$ cat config.mk
export PLATFORM = sky130hd
export DESIGN_NAME = io_uart_tx_flat
export DESIGN_NICKNAME = d
export VERILOG_FILES = /design/src/rtl/io_uart_pkg.sv /design/src/rtl/io_uart_tx_if.sv /design/src/rtl/io_uart_tx_sync_fifo.sv /design/src/rtl/io_uart_tx.sv /design/src/flat_wrapper.sv
export SDC_FILE = /design/constraint.sdc
export NUM_CORES = 1
export LEC_CHECK = 0
export CAP_MARGIN = 10
export CORE_ASPECT_RATIO = 2
export CORE_MARGIN = 10
export CORE_UTILIZATION = 30
export CTS_CLUSTER_DIAMETER = 120
export DETAILED_ROUTE_END_ITERATION = 10
export MAX_ROUTING_LAYER = met4
export PLACE_DENSITY = 0.58
export SETUP_SLACK_MARGIN = 0.02
export SKIP_LAST_GASP = 1
export SLEW_MARGIN = 30
export SYNTH_ARGS = -nofsm -noshare
export SYNTH_HDL_FRONTEND = slang
export SYNTH_SLANG_ARGS = --single-unit
$ cat constraint.sdc
create_clock -name clk -period 7.25 [get_ports clk]
set_clock_uncertainty 0.15 [all_clocks]
set_input_delay 1.45 -clock clk [delete_from_list [all_inputs] [get_ports clk]]
set_output_delay 1.45 -clock clk [all_outputs]
set_load 0.03 [all_outputs]
$ cat src/rtl/io_uart_pkg.sv
`default_nettype none
// ============================================================================
// Module   : io_uart_pkg
// Brief    : Shared constants, FSM state type and baud-divider helper for the
//            memory-mapped UART transmitter.
// Revision : 1.0 - initial release
// ============================================================================
package io_uart_pkg;

    // Bit positions inside the word address io_addr[15:2]
    localparam int unsigned c_DATA_WBIT   = 1;
    localparam int unsigned c_STATUS_WBIT = 2;

    // STATUS register bit positions
    localparam int unsigned c_STAT_FULL_BIT = 9;
    localparam int unsigned c_STAT_BUSY_BIT = 10;
    localparam int unsigned c_STAT_OVF_BIT  = 11;

    typedef enum logic [1:0] {
        ST_IDLE  = 2'd0,
        ST_START = 2'd1,
        ST_DATA  = 2'd2,
        ST_STOP  = 2'd3
    } tx_state_t;

    function automatic int unsigned calc_div(input int unsigned clk_hz,
                                             input int unsigned baud);
        return clk_hz / baud;
    endfunction

endpackage
`default_nettype wire

$ cat src/rtl/io_uart_tx_if.sv
`default_nettype none
// ============================================================================
// Module   : io_uart_tx_if
// Brief    : Core IO bus as seen by the UART transmitter (store strobe plus
//            combinational load data).
// Revision : 1.0 - initial release
// ============================================================================
interface io_uart_tx_if;
    logic [31:0] io_addr;
    logic [31:0] io_wdata;
    logic        io_wr;
    logic [31:0] io_rdata;

    modport master (
        output io_addr,
        output io_wdata,
        output io_wr,
        input  io_rdata
    );

    modport slave (
        input  io_addr,
        input  io_wdata,
        input  io_wr,
        output io_rdata
    );
endinterface
`default_nettype wire

$ cat src/rtl/io_uart_tx_sync_fifo.sv
`default_nettype none
// ============================================================================
// Module   : io_uart_tx_sync_fifo
// Brief    : Single-clock show-ahead FIFO; dout always presents the head entry.
// Revision : 1.0 - initial release
// ============================================================================
module io_uart_tx_sync_fifo #(
    parameter int unsigned WIDTH = 8,
    parameter int unsigned DEPTH = 8
) (
    input  wire logic                       clk,
    input  wire logic                       resetn,
    input  wire logic                       push,
    input  wire logic                       pop,
    input  wire logic [WIDTH-1:0]           din,
    output logic      [WIDTH-1:0]           dout,
    output logic                            full,
    output logic                            empty,
    output logic      [$clog2(DEPTH):0]     count
);

    localparam int unsigned        c_AW       = $clog2(DEPTH);
    localparam logic [c_AW-1:0]    c_PTR_ONE  = c_AW'(1);
    localparam logic [c_AW:0]      c_CNT_ONE  = (c_AW + 1)'(1);
    localparam logic [c_AW:0]      c_CNT_FULL = (c_AW + 1)'(DEPTH);

    logic [WIDTH-1:0] r_mem [DEPTH];
    logic [c_AW-1:0]  r_wr_ptr;
    logic [c_AW-1:0]  r_rd_ptr;
    logic [c_AW:0]    r_count;

    logic w_do_push;
    logic w_do_pop;

    // Full is judged on the registered count, so a same-edge pop never rescues a push
    assign full      = (r_count == c_CNT_FULL);
    assign empty     = (r_count == '0);
    assign count     = r_count;
    assign dout      = r_mem[r_rd_ptr];
    assign w_do_push = push & ~full;
    assign w_do_pop  = pop & ~empty;

    always_ff @(posedge clk) begin
        if (w_do_push) begin
            r_mem[r_wr_ptr] <= din;
        end
    end

    always_ff @(posedge clk) begin
        if (!resetn) begin
            r_wr_ptr <= '0;
            r_rd_ptr <= '0;
            r_count  <= '0;
        end else begin
            if (w_do_push) begin
                r_wr_ptr <= r_wr_ptr + c_PTR_ONE;
            end
            if (w_do_pop) begin
                r_rd_ptr <= r_rd_ptr + c_PTR_ONE;
            end
            case ({w_do_push, w_do_pop})
                2'b10:   r_count <= r_count + c_CNT_ONE;
                2'b01:   r_count <= r_count - c_CNT_ONE;
                default: r_count <= r_count;
            endcase
        end
    end

endmodule
`default_nettype wire

$ cat src/rtl/io_uart_tx.sv
`default_nettype none
// ============================================================================
// Module   : io_uart_tx
// Brief    : Memory-mapped 8N1 UART transmitter with a transmit FIFO, DATA and
//            STATUS registers on the core IO bus.
// Revision : 1.0 - initial release
// ============================================================================
module io_uart_tx
    import io_uart_pkg::*;
#(
    parameter int unsigned CLK_FREQ_HZ = 10000000,
    parameter int unsigned BAUD_RATE   = 1000000,
    parameter int unsigned FIFO_DEPTH  = 8
) (
    input  wire logic        clk,
    input  wire logic        resetn,
    io_uart_tx_if.slave      bus,
    output logic             uart_tx,
    output logic             tx_busy
);

    localparam int unsigned          c_DIV       = calc_div(CLK_FREQ_HZ, BAUD_RATE);
    localparam int unsigned          c_CNT_W     = $clog2(c_DIV);
    localparam logic [c_CNT_W-1:0]   c_BAUD_LAST = c_CNT_W'(c_DIV - 1);
    localparam logic [c_CNT_W-1:0]   c_BAUD_ONE  = c_CNT_W'(1);
    localparam int unsigned          c_FIFO_AW   = $clog2(FIFO_DEPTH);

    logic [13:0]          w_word;
    logic                 w_is_data;
    logic                 w_is_status;
    logic                 w_push;
    logic                 w_pop;
    logic                 w_full;
    logic                 w_empty;
    logic [7:0]           w_dout;
    logic [c_FIFO_AW:0]   w_count;
    logic                 w_ovf_set;
    logic                 w_ovf_clr;
    logic                 w_baud_end;
    logic                 w_unused;

    tx_state_t            r_state;
    logic [c_CNT_W-1:0]   r_baud;
    logic [2:0]           r_idx;
    logic [7:0]           r_shift;
    logic                 r_tx;
    logic                 r_ovf;

    assign w_word      = bus.io_addr[15:2];
    assign w_is_data   = w_word[c_DATA_WBIT];
    assign w_is_status = w_word[c_STATUS_WBIT] & ~w_word[c_DATA_WBIT];
    assign w_push      = bus.io_wr & w_is_data;
    assign w_ovf_set   = w_push & w_full;
    assign w_ovf_clr   = bus.io_wr & w_is_status & bus.io_wdata[c_STAT_OVF_BIT];
    assign w_baud_end  = (r_baud == c_BAUD_LAST);

    // Head is consumed on leaving IDLE or at the end of a stop bit, giving gapless frames
    assign w_pop = ~w_empty & ((r_state == ST_IDLE) |
                               ((r_state == ST_STOP) & w_baud_end));

    assign w_unused = ^{bus.io_addr[31:16], bus.io_addr[1:0], w_word[13:3],
                        w_word[0], bus.io_wdata[31:12], bus.io_wdata[10:8]};

    io_uart_tx_sync_fifo #(
        .WIDTH (8),
        .DEPTH (FIFO_DEPTH)
    ) u_fifo (
        .clk    (clk),
        .resetn (resetn),
        .push   (w_push),
        .pop    (w_pop),
        .din    (bus.io_wdata[7:0]),
        .dout   (w_dout),
        .full   (w_full),
        .empty  (w_empty),
        .count  (w_count)
    );

    assign uart_tx = r_tx;
    assign tx_busy = (w_count != '0) | (r_state != ST_IDLE);

    always_comb begin
        bus.io_rdata = '0;
        if (w_is_status) begin
            bus.io_rdata[c_STAT_FULL_BIT] = w_full;
            bus.io_rdata[c_STAT_BUSY_BIT] = tx_busy;
            bus.io_rdata[c_STAT_OVF_BIT]  = r_ovf;
        end
    end

    // Sticky overflow: a same-edge set beats a software clear
    always_ff @(posedge clk) begin
        if (!resetn) begin
            r_ovf <= 1'b0;
        end else if (w_ovf_set) begin
            r_ovf <= 1'b1;
        end else if (w_ovf_clr) begin
            r_ovf <= 1'b0;
        end
    end

    always_ff @(posedge clk) begin
        if (!resetn) begin
            r_state <= ST_IDLE;
            r_baud  <= '0;
            r_idx   <= '0;
            r_shift <= '0;
            r_tx    <= 1'b1;
        end else begin
            case (r_state)
                ST_IDLE: begin
                    r_tx <= 1'b1;
                    if (!w_empty) begin
                        r_shift <= w_dout;
                        r_baud  <= '0;
                        r_state <= ST_START;
                        r_tx    <= 1'b0;
                    end
                end
                ST_START: begin
                    if (w_baud_end) begin
                        r_baud  <= '0;
                        r_idx   <= '0;
                        r_state <= ST_DATA;
                        r_tx    <= r_shift[0];
                    end else begin
                        r_baud <= r_baud + c_BAUD_ONE;
                    end
                end
                ST_DATA: begin
                    if (w_baud_end) begin
                        r_baud <= '0;
                        if (r_idx == 3'd7) begin
                            r_state <= ST_STOP;
                            r_tx    <= 1'b1;
                        end else begin
                            r_shift <= r_shift >> 1;
                            r_idx   <= r_idx + 3'd1;
                            r_tx    <= r_shift[1];
                        end
                    end else begin
                        r_baud <= r_baud + c_BAUD_ONE;
                    end
                end
                ST_STOP: begin
                    if (w_baud_end) begin
                        r_baud <= '0;
                        if (!w_empty) begin
                            r_shift <= w_dout;
                            r_state <= ST_START;
                            r_tx    <= 1'b0;
                        end else begin
                            r_state <= ST_IDLE;
                            r_tx    <= 1'b1;
                        end
                    end else begin
                        r_baud <= r_baud + c_BAUD_ONE;
                    end
                end
                default: begin
                    r_state <= ST_IDLE;
                    r_tx    <= 1'b1;
                end
            endcase
        end
    end

endmodule
`default_nettype wire

$ cat src/flat_wrapper.sv
// flat-port wrapper written by rule: the top's interface ports become plain ports
module io_uart_tx_flat import io_uart_pkg::*;
#(
    parameter int unsigned CLK_FREQ_HZ = 10000000,
    parameter int unsigned BAUD_RATE   = 1000000,
    parameter int unsigned FIFO_DEPTH  = 8
)
  (clk, resetn, uart_tx, tx_busy, bus_io_addr, bus_io_wdata, bus_io_wr, bus_io_rdata);
  io_uart_tx_if bus_i ();
  input  wire logic clk;
  input  wire logic resetn;
  output logic uart_tx;
  output logic tx_busy;
  input wire logic [$bits(bus_i.io_addr)-1:0] bus_io_addr;
  input wire logic [$bits(bus_i.io_wdata)-1:0] bus_io_wdata;
  input wire logic [$bits(bus_i.io_wr)-1:0] bus_io_wr;
  output wire logic [$bits(bus_i.io_rdata)-1:0] bus_io_rdata;
  assign bus_i.io_addr = bus_io_addr;
  assign bus_i.io_wdata = bus_io_wdata;
  assign bus_i.io_wr = bus_io_wr;
  assign bus_io_rdata = bus_i.io_rdata;
  io_uart_tx #(.CLK_FREQ_HZ(CLK_FREQ_HZ), .BAUD_RATE(BAUD_RATE), .FIFO_DEPTH(FIFO_DEPTH)) u_core (.clk(clk), .resetn(resetn), .bus(bus_i), .uart_tx(uart_tx), .tx_busy(tx_busy));
endmodule
==> results of run 1 <==
==> Yosys cell counts (2+ instances only) <==
cell type  number
mux2i_1        15
nand4_1         2
or3_1           3
clkbuf_1        5
a21oi_1        11
mux4_2          8
xor2_1          5
mux4_1          8
nor2b_1         5
and2_1          2
buf_4          29
ha_1           14
nor2_1         36
edfxtp_1       64
buf_2           3
nor3_1          5
nand3_1         5
o21ai_1         2
nand2_1         8
a311o_1         7
inv_1          11
nand2b_1        6
a22o_1          7
nand3b_1        2
dfxtp_1        32
o21ai_0         7
a31oi_1         2
==> flip-flops by register name, summed over array words and instances (netlist names), named ones only <==
name	flops
u_core.u_fifo.r_mem	64
u_core.u_fifo.count	4
u_core.r_ovf	1
u_core.uart_tx	1
u_core.u_fifo.r_rd_ptr	3
u_core.r_idx	3
u_core.u_fifo.r_wr_ptr	3
u_core.r_baud	4
u_core.r_shift	8
u_core.r_state	2
==> worst min-delay path, delay by kind of cell (launching register included) <==
family	cells	cell delay [ns]
flops	1	0.32
compound gates	1	0.05
buf+inv	1	0.05
==> cells by family (layout without fill, tap and decap cells) <==
logic type / count (synthesis) / in the layout / synth area share [%]
mux: 31 / 31 / 12.3
simple gates: 80 / 80 / 9.03
other cells: 1 / 29 / 0.0851
xor+xnor: 5 / 5 / 0.994
buf+inv: 52 / 46 / 7.52
flops: 96 / 96 / 58.1
compound gates: 46 / 46 / 7.98
fa+ha+maj: 14 / 14 / 3.98
==> per-layer routing <==
metal | vias up | wire, microns | global-route usage (%)
li1 | 1197 | - | -
met1 | 1250 | 3120 | 7.84
met2 | 54 | 4790 | 16.4
met3 | 11 | 415 | 2.53
met4 | 0 | 144 | 4.08
met5 | - | 0 | -
==> path summary, 6_finish.rpt <==
| kind | startpoint | endpoint | slack, ns | cells past startpoint |
|---|---|---|---|---|
| setup / recovery | bus_io_addr[3] | bus_io_rdata[11] | 2.73 | 4 |
| hold / removal | u_core.r_shift[7] | u_core.r_shift[7] | 0.31 | 2 |
| setup reg to reg | u_core.u_fifo.count[2] | u_core.u_fifo.count[2] | 4.31 | 10 |
| hold reg to reg | u_core.r_shift[7] | u_core.r_shift[7] | 0.31 | 2 |
==> cell usage in the layout, fill, tap and decap left out, types with 2 or more instances in the layout <==
master and count:
edfxtp_1 64, nor2_1 33, dfxtp_1 31, conb_1 29
clkdlybuf4s50_1 18, mux2i_1 15, ha_1 14, inv_1 11
a21oi_1 11, clkbuf_16 9, nand2_1 8, mux4_2 8
mux4_1 8, a22o_1 7, a311o_1 7, o21ai_0 7
nand2b_1 6, nand3_1 5, xor2_1 5, nor2b_1 5
inv_6 4, nor2_2 3, nor3_1 3, or3_1 3
nand3b_1 2, nand4_1 2, nor3_2 2, o21ai_1 2
and2_1 2, a31oi_1 2
==> through the flow <==
stage	setup WS, ns	cell area (sq um)	util, %	power (mW)	hold slack [ns]
after floorplan	3.64	4510	-	1.04	0.279
after detailed placement	2.72	4660	32.3	1.14	0.315
after CTS	2.72	4970	34.4	1.63	0.324
after global routing	2.67	4970	34.5	1.70	0.355
final	2.73	4970	34.5	1.61	0.315
after global placement	2.74	4660	32.3	1.12	0.302
==> power by group through the flow <==
| stage | Sequential (mW) | Clock (mW) | Combinational, mW |
|---|---|---|---|
| 2_1_floorplan | 0.665 | 0 | 0.376 |
| 6_report | 0.675 | 0.491 | 0.445 |
| 4_1_cts | 0.676 | 0.505 | 0.449 |
| 3_3_place_gp | 0.686 | 0 | 0.438 |
| 3_5_place_dp | 0.689 | 0 | 0.447 |
| 5_1_grt | 0.683 | 0.524 | 0.496 |
==> layout make-up <==
class                      count  area, sq um  share of cell area (%)
tap                          192          240                    4.83
sequential                    96         2560                    51.5
timing repair buffer          18          180                    3.62
multi-input combinational    205         1640                    32.9
clock buffer                   9          225                    4.53
inverter                      12         45.0                   0.906
clock inverter                 7         83.8                    1.69
==> results.md, run 1 <==
- The flow ran to the end, and the final reports show no timing, DRC or antenna violations.
- The tool flagged a number of max-cap violations equal to 0.
- For this run, the slowest stage of the critical path takes 0.68 ns.
- After synthesis, the cell types taking the most area are edfxtp_1 44%, dfxtp_1 15%, buf_4 4.9%, mux4_1 4.8%, mux4_2 4.1%.
- The number of hold-slack violations in the final timing report came to 0.
- The number of resized instances in the post-cts repair step is 0.
- The number of buffers on the longest clock path is 2.
- The synthesized cell area is 4410 sq um.
- The area share of the largest cell type after synthesis is 43.6%.
- Summed over all nets, the switching power comes to 0.524 mW.
- Dividing the detail-routed wire length by the instance count gives 15.7 microns.
- The worst path required time is 5.65 ns.
- Setup total negative slack on the finished layout was measured at 0 ns.
- In this run the worst hold path is classified as flop to flop.
- The number of antenna violations at the first check in global routing was 0.
- The number of global-route vias before repair is 2596.
- Detailed placement finished with a half-perimeter wire length of 6080 microns.
- The nature of the critical path startpoint is an input port.
- Traced cell by cell, the critical path runs through clkdlybuf4s50_1 > nand2b_1 > nor2_1 > clkdlybuf4s50_1.
- The top-level port count is 101.
- In this run the clock root is driven by a clkbuf_16.
- TritonCTS created 9 clock buffers.
- The H-tree level count is 3.
- Measured against its own limit, the worst slew margin works out to 38.9%.
- The number of buffers inserted by post-CTS setup repair is 0.
- The static leakage is 1.72 nW.
- The pin slew with the least headroom to its limit is 0.914 ns.
- Sequential cells were found to cover 58.1% of the synthesized design area.
- The remaining global-route overflow is 0.
- Dividing total power by cell area gives a power density of 324 nW/um^2.
- Averaged over all synthesized cells, the footprint is 13.6 sq um.
- The final-report setup violation count is 0.
- The initialized floorplan defines 62 standard-cell rows.
- TritonCTS built the clock tree.
- The maximum clock frequency is 0.221 GHz.
- Entering global routing, the biggest net connects 22 pins.
- The flip-flop and latch count after synthesis is 96.
- The worst setup path is captured at an output port.
- Setup repair after global routing left no endpoint under its margin.
- Along the worst path, the maximum fanout reaches 5.
- At the later pin of the worst-skew pair, clock insertion delay measures 0.34 ns.
- The cell type with the highest aggregate area in the netlist is edfxtp_1.
- The filler-free cell count of the finished design is 539.
- The total routing usage reported by global routing is 8.77%.
- Counting both buffers and inverters, the worst setup path holds a total of 2.
- Once detail routing completed, the nets flagged for antenna violations numbered 0.
- Of the total power, the clock network draws 30.5%.
- The count of input and output buffers is 18.
- The filler cell count in the final layout is 1427.
- The time the final worst path needs with I/O delays and setup is 4.52 ns.
- The die extent in y is 191 microns.
- The switching power share of the total is 32.5%.
- Internal power comes to 1.09 mW.
- The maximum vdd ir drop is 133 uV.
- Clock-pin slew was measured on the worst setup and hold paths at 0.06 ns.
- Once the floorplan was initialized, standard cells occupied 30.5% of the core.
- The DRC marker count from the first detailed-route iteration is 83.
- Among all flip-flop cells after synthesis, the most frequent one is edfxtp_1.
- The cell that appears most often on the critical path is clkdlybuf4s50_1.
- The number of buffers added to fix hold violations after cts is 0.
- In this run the horizontal extent of the chip is 106 microns.
- Data arrives at the worst endpoint at 2.92 ns.
- The total wire length is 8470 microns.
- The final-report max-slew violation count is 0.
- Registers are responsible for 41.9% of the overall power.
- In this run, synthesis inferred 64 flip-flops with an integrated enable.
- The fraction of registers with async set/reset is 0%.
- The routability congestion estimate from global placement is 0.723.
- The number of warnings printed during yosys synthesis is 0.
- After the last flow step, the layout net total stands at 423.
- The die covers 20200 sq um.
- The worst setup path is of the input port to output port kind.
- The final routed DRC violation total is 0.
- The layout overhead on the synthesized area is 12.9%.
- Among cell families on the critical path, the largest total delay comes from buffers and inverters.
- The netlist uses 48 different library cells.
- The cell count after synthesis is 325.
- The CTS sink count is 96.
- The area inside the core boundary is 14400 sq um.
- In the finished design, the share of the clock period the worst path needs comes to 62.3%.
- The number of diodes added for antenna fixing is 0.
- The number of cells after detailed placement is 523.
- The post-detailed-route via-to-cell ratio is 4.66.
- The worst-path cell with the longest stage delay is clkdlybuf4s50_1.
- Combinational logic is responsible for 27.6% of the overall power.
- The first-pass iteration count of the detailed router is 4.
- The via count is 2512.
- The layout cell share with drive strength beyond 1 is 10.4%.
- The first global-routing pass estimated 13600 microns of wire.
Note: power is estimated with default switching activity, not from simulation.
==> inputs of run 2 (changes only) <==
Clock period 7.25 ns to 4.5 ns, I/O delays scaled along.
==> results.md, run 2 (synthesis results as in run 1) <==
- The number of resized instances in the post-cts repair step is 0.
- The total routing usage reported by global routing is 8.96%.
- During I/O placement, the number of pins put on the boundary was 101.
- The worst path uses 76.5% of the clock period.
- The register ranked first by flip-flop count is u_core.u_fifo.r_mem.
- Of the total power, combinational logic draws 28.0%.
- The number of nets still failing antenna checks after routing is 0.
- Once the floorplan was initialized, standard cells occupied 30.5% of the core.
- The commonest non-fill, non-tap cell in the layout is edfxtp_1.
- The headroom to the max-slew limit is 37.8%.
- The global-route wire length before repair is 13900 microns.
- The layout cell share with drive strength beyond 1 is 10.6%.
- The static leakage is 1.72 nW.
- The H-tree generated during clock tree synthesis spans 3 levels.
- The total number of nets in the final design is 426.
- On the final layout, the worst hold slack is 0.314 ns.
- For the worst setup path, the data required time is 3.45 ns.
- The via count is 2513.
- The ratio of total power to cell area is 512 nW/um^2.
- The met2 usage in global routing is 17.4%.
- In this run, the number of DRC markers left after iteration 0 of detailed routing was 118.
- The cell internal power dissipation is 1.70 mW.
- In this run, CTS created clock tree buffers numbering 9.
- Of the total power, the share spent switching nets is 33.2%.
- In the final layout, the multi-input gates occupy 1630 sq um.
- The hold path startpoint is u_core.r_shift[7].
- The total wire length is 8500 microns.
- The worst setup path is captured at an output port.
- The largest registers in the layout are u_core.u_fifo.r_mem (64), u_core.r_shift (8).
- The number of antenna violations at the first check in global routing came to 0.
- The per-cell routed wire length is 15.7 microns.
- Measured along the x axis, the die boundary spans 106 microns.
- Global routing used 2.33% of the available met3 tracks.
- The met1 usage in global routing is 7.78%.
- The die extent in y is 191 microns.
- Port buffering added 18 buffers.
- The area inside the core boundary is 14400 sq um.
- The number of hold-slack violations in the final timing report is 0.
- Summed over all nets, the switching power comes to 0.848 mW.
- Counting I/O delays and the setup requirement, the final critical path takes 3.44 ns.
- The area of the die is 20200 sq um.
- The remaining global-route overflow is 0.
- Buffers added to address setup during post-CTS repair amount to 0.
- The clock insertion delay at the later pin of the skew report is 0.35 ns.
- In this run the worst path has a maximum fanout of 8.
- Across the whole layout, storage elements account for 2560 sq um.
- The worst-case IR drop observed on VDD is 266 uV.
- After the flow finishes, the layout carries non-filler instances totaling 542.
- The final-report max-slew violation count was 0.
- Summing all non-filler instances in the final layout gives an area of 4980 sq um.
- The floorplan has 62 rows.
- Using the TritonRoute via totals, the vias-per-cell ratio works out to 4.64.
- After filler insertion, the fill cell instance count of the layout stands at 1447.
- Relative to the synthesized area, the layout overhead comes to 12.9%.
- Setup total negative slack on the finished layout was measured at 0 ns.
- Registers are responsible for 42.6% of the overall power.
- Setup repair after global routing left no endpoint under its margin.
- Clock tree synthesis found a total of 96 sinks.
- The pin slew with the least headroom to its limit is 0.928 ns.
- The number of buffers added to fix hold violations after cts is 0.
- The worst setup slack after layout is 1.06 ns.
- The clock-pin slew on the worst setup and hold paths is 0.07 ns.
- Across the run, the number of max-cap violations was 0.
- Setup violations remaining at the end of the flow were counted as 0.
- The number of global-route vias before repair is 2698.
- The part of the total power dissipated in the clock network is 29.3%.
- TritonCTS built the clock tree.
- In the routed design, unresolved DRC markers number 0.
- The number of placed instances, taps included, is 526.
- At the worst endpoint, the arrival time is 2.39 ns.
- The startpoint of the worst-slack reg-to-reg timing path is u_core.u_fifo.count[2].
- The first detailed-routing pass ran for 5 iterations.
- The most critical setup path has its startpoint at u_core.u_fifo.count[2].
- OpenSTA, run right after detailed placement, puts the worst setup slack at 1.08 ns.
- The longest clock path from root to sink contains 2 buffers.
- The post-detailed-placement half-perimeter wirelength is 6190 microns.
- Based on the critical path, the design can be clocked at up to 0.290 GHz.
- The worst setup path is launched from a flop.
- Entering global routing, the biggest net connects 22 pins.
- The layer carrying the most global-route usage is met2.
- The worst min-delay path class is flop to flop.
- The routability congestion estimate from global placement is 0.710.
- The worst setup path is of the flop to output port kind.
- The run finished with clean final reports.
- In the layout the commonest cells are 64 x edfxtp_1, 34 x nor2_1, 31 x dfxtp_1.
- Summing all placed instances gives a cell area of 4670 sq um.
- The CTS root buffer is clkbuf_16.
- The flip-flop count of the largest register, all copies and words added is 64.
- The repair_antennas step left the layout with diodes totalling 0.
[run 2: final cells by class]
class | count | area share, %
clock buffer | 9 | 4.53
clock inverter | 7 | 1.43
inverter | 12 | 0.905
sequential | 96 | 51.5
multi-input combinational | 205 | 32.7
tap | 192 | 4.83
timing repair buffer | 21 | 4.07
[run 2: power groups by stage]
stage / Sequential (mW) / Combinational, mW / Clock (mW)
2_1_floorplan: 1.07 / 0.605 / 0
3_3_place_gp: 1.11 / 0.707 / 0
3_5_place_dp: 1.11 / 0.721 / 0
4_1_cts: 1.09 / 0.723 / 0.767
5_1_grt: 1.10 / 0.794 / 0.806
6_report: 1.09 / 0.715 / 0.747
[run 2: critical path, cell delays in order, from the launching register on]
cell,delay (ns)
dfxtp_1,0.37
or4_4,0.60
nor2_1,0.35
inv_1,0.10
clkdlybuf4s50_1,0.61
[run 2: metrics by stage]
stage / utilization (%) / total power [mW]
final: 34.5 / 2.55
after global routing: 34.5 / 2.70
after CTS: 34.5 / 2.58
after detailed placement: 32.4 / 1.83
after global placement: 32.4 / 1.81
after floorplan: - / 1.68
[run 2: final timing paths]
path / endpoint / slack, ns / cells after the start
max: tx_busy / 1.06 / 4
min: u_core.r_shift[7] / 0.31 / 2
max reg2reg: u_core.u_fifo.count[2] / 1.63 / 10
min reg2reg: u_core.r_shift[7] / 0.31 / 2
[run 2: metal layers]
layer	vias to the layer above	share of wire (%)
li1	1205	-
met1	1250	36
met2	46	58
met3	12	4.2
met4	0	1.8
met5	-	0
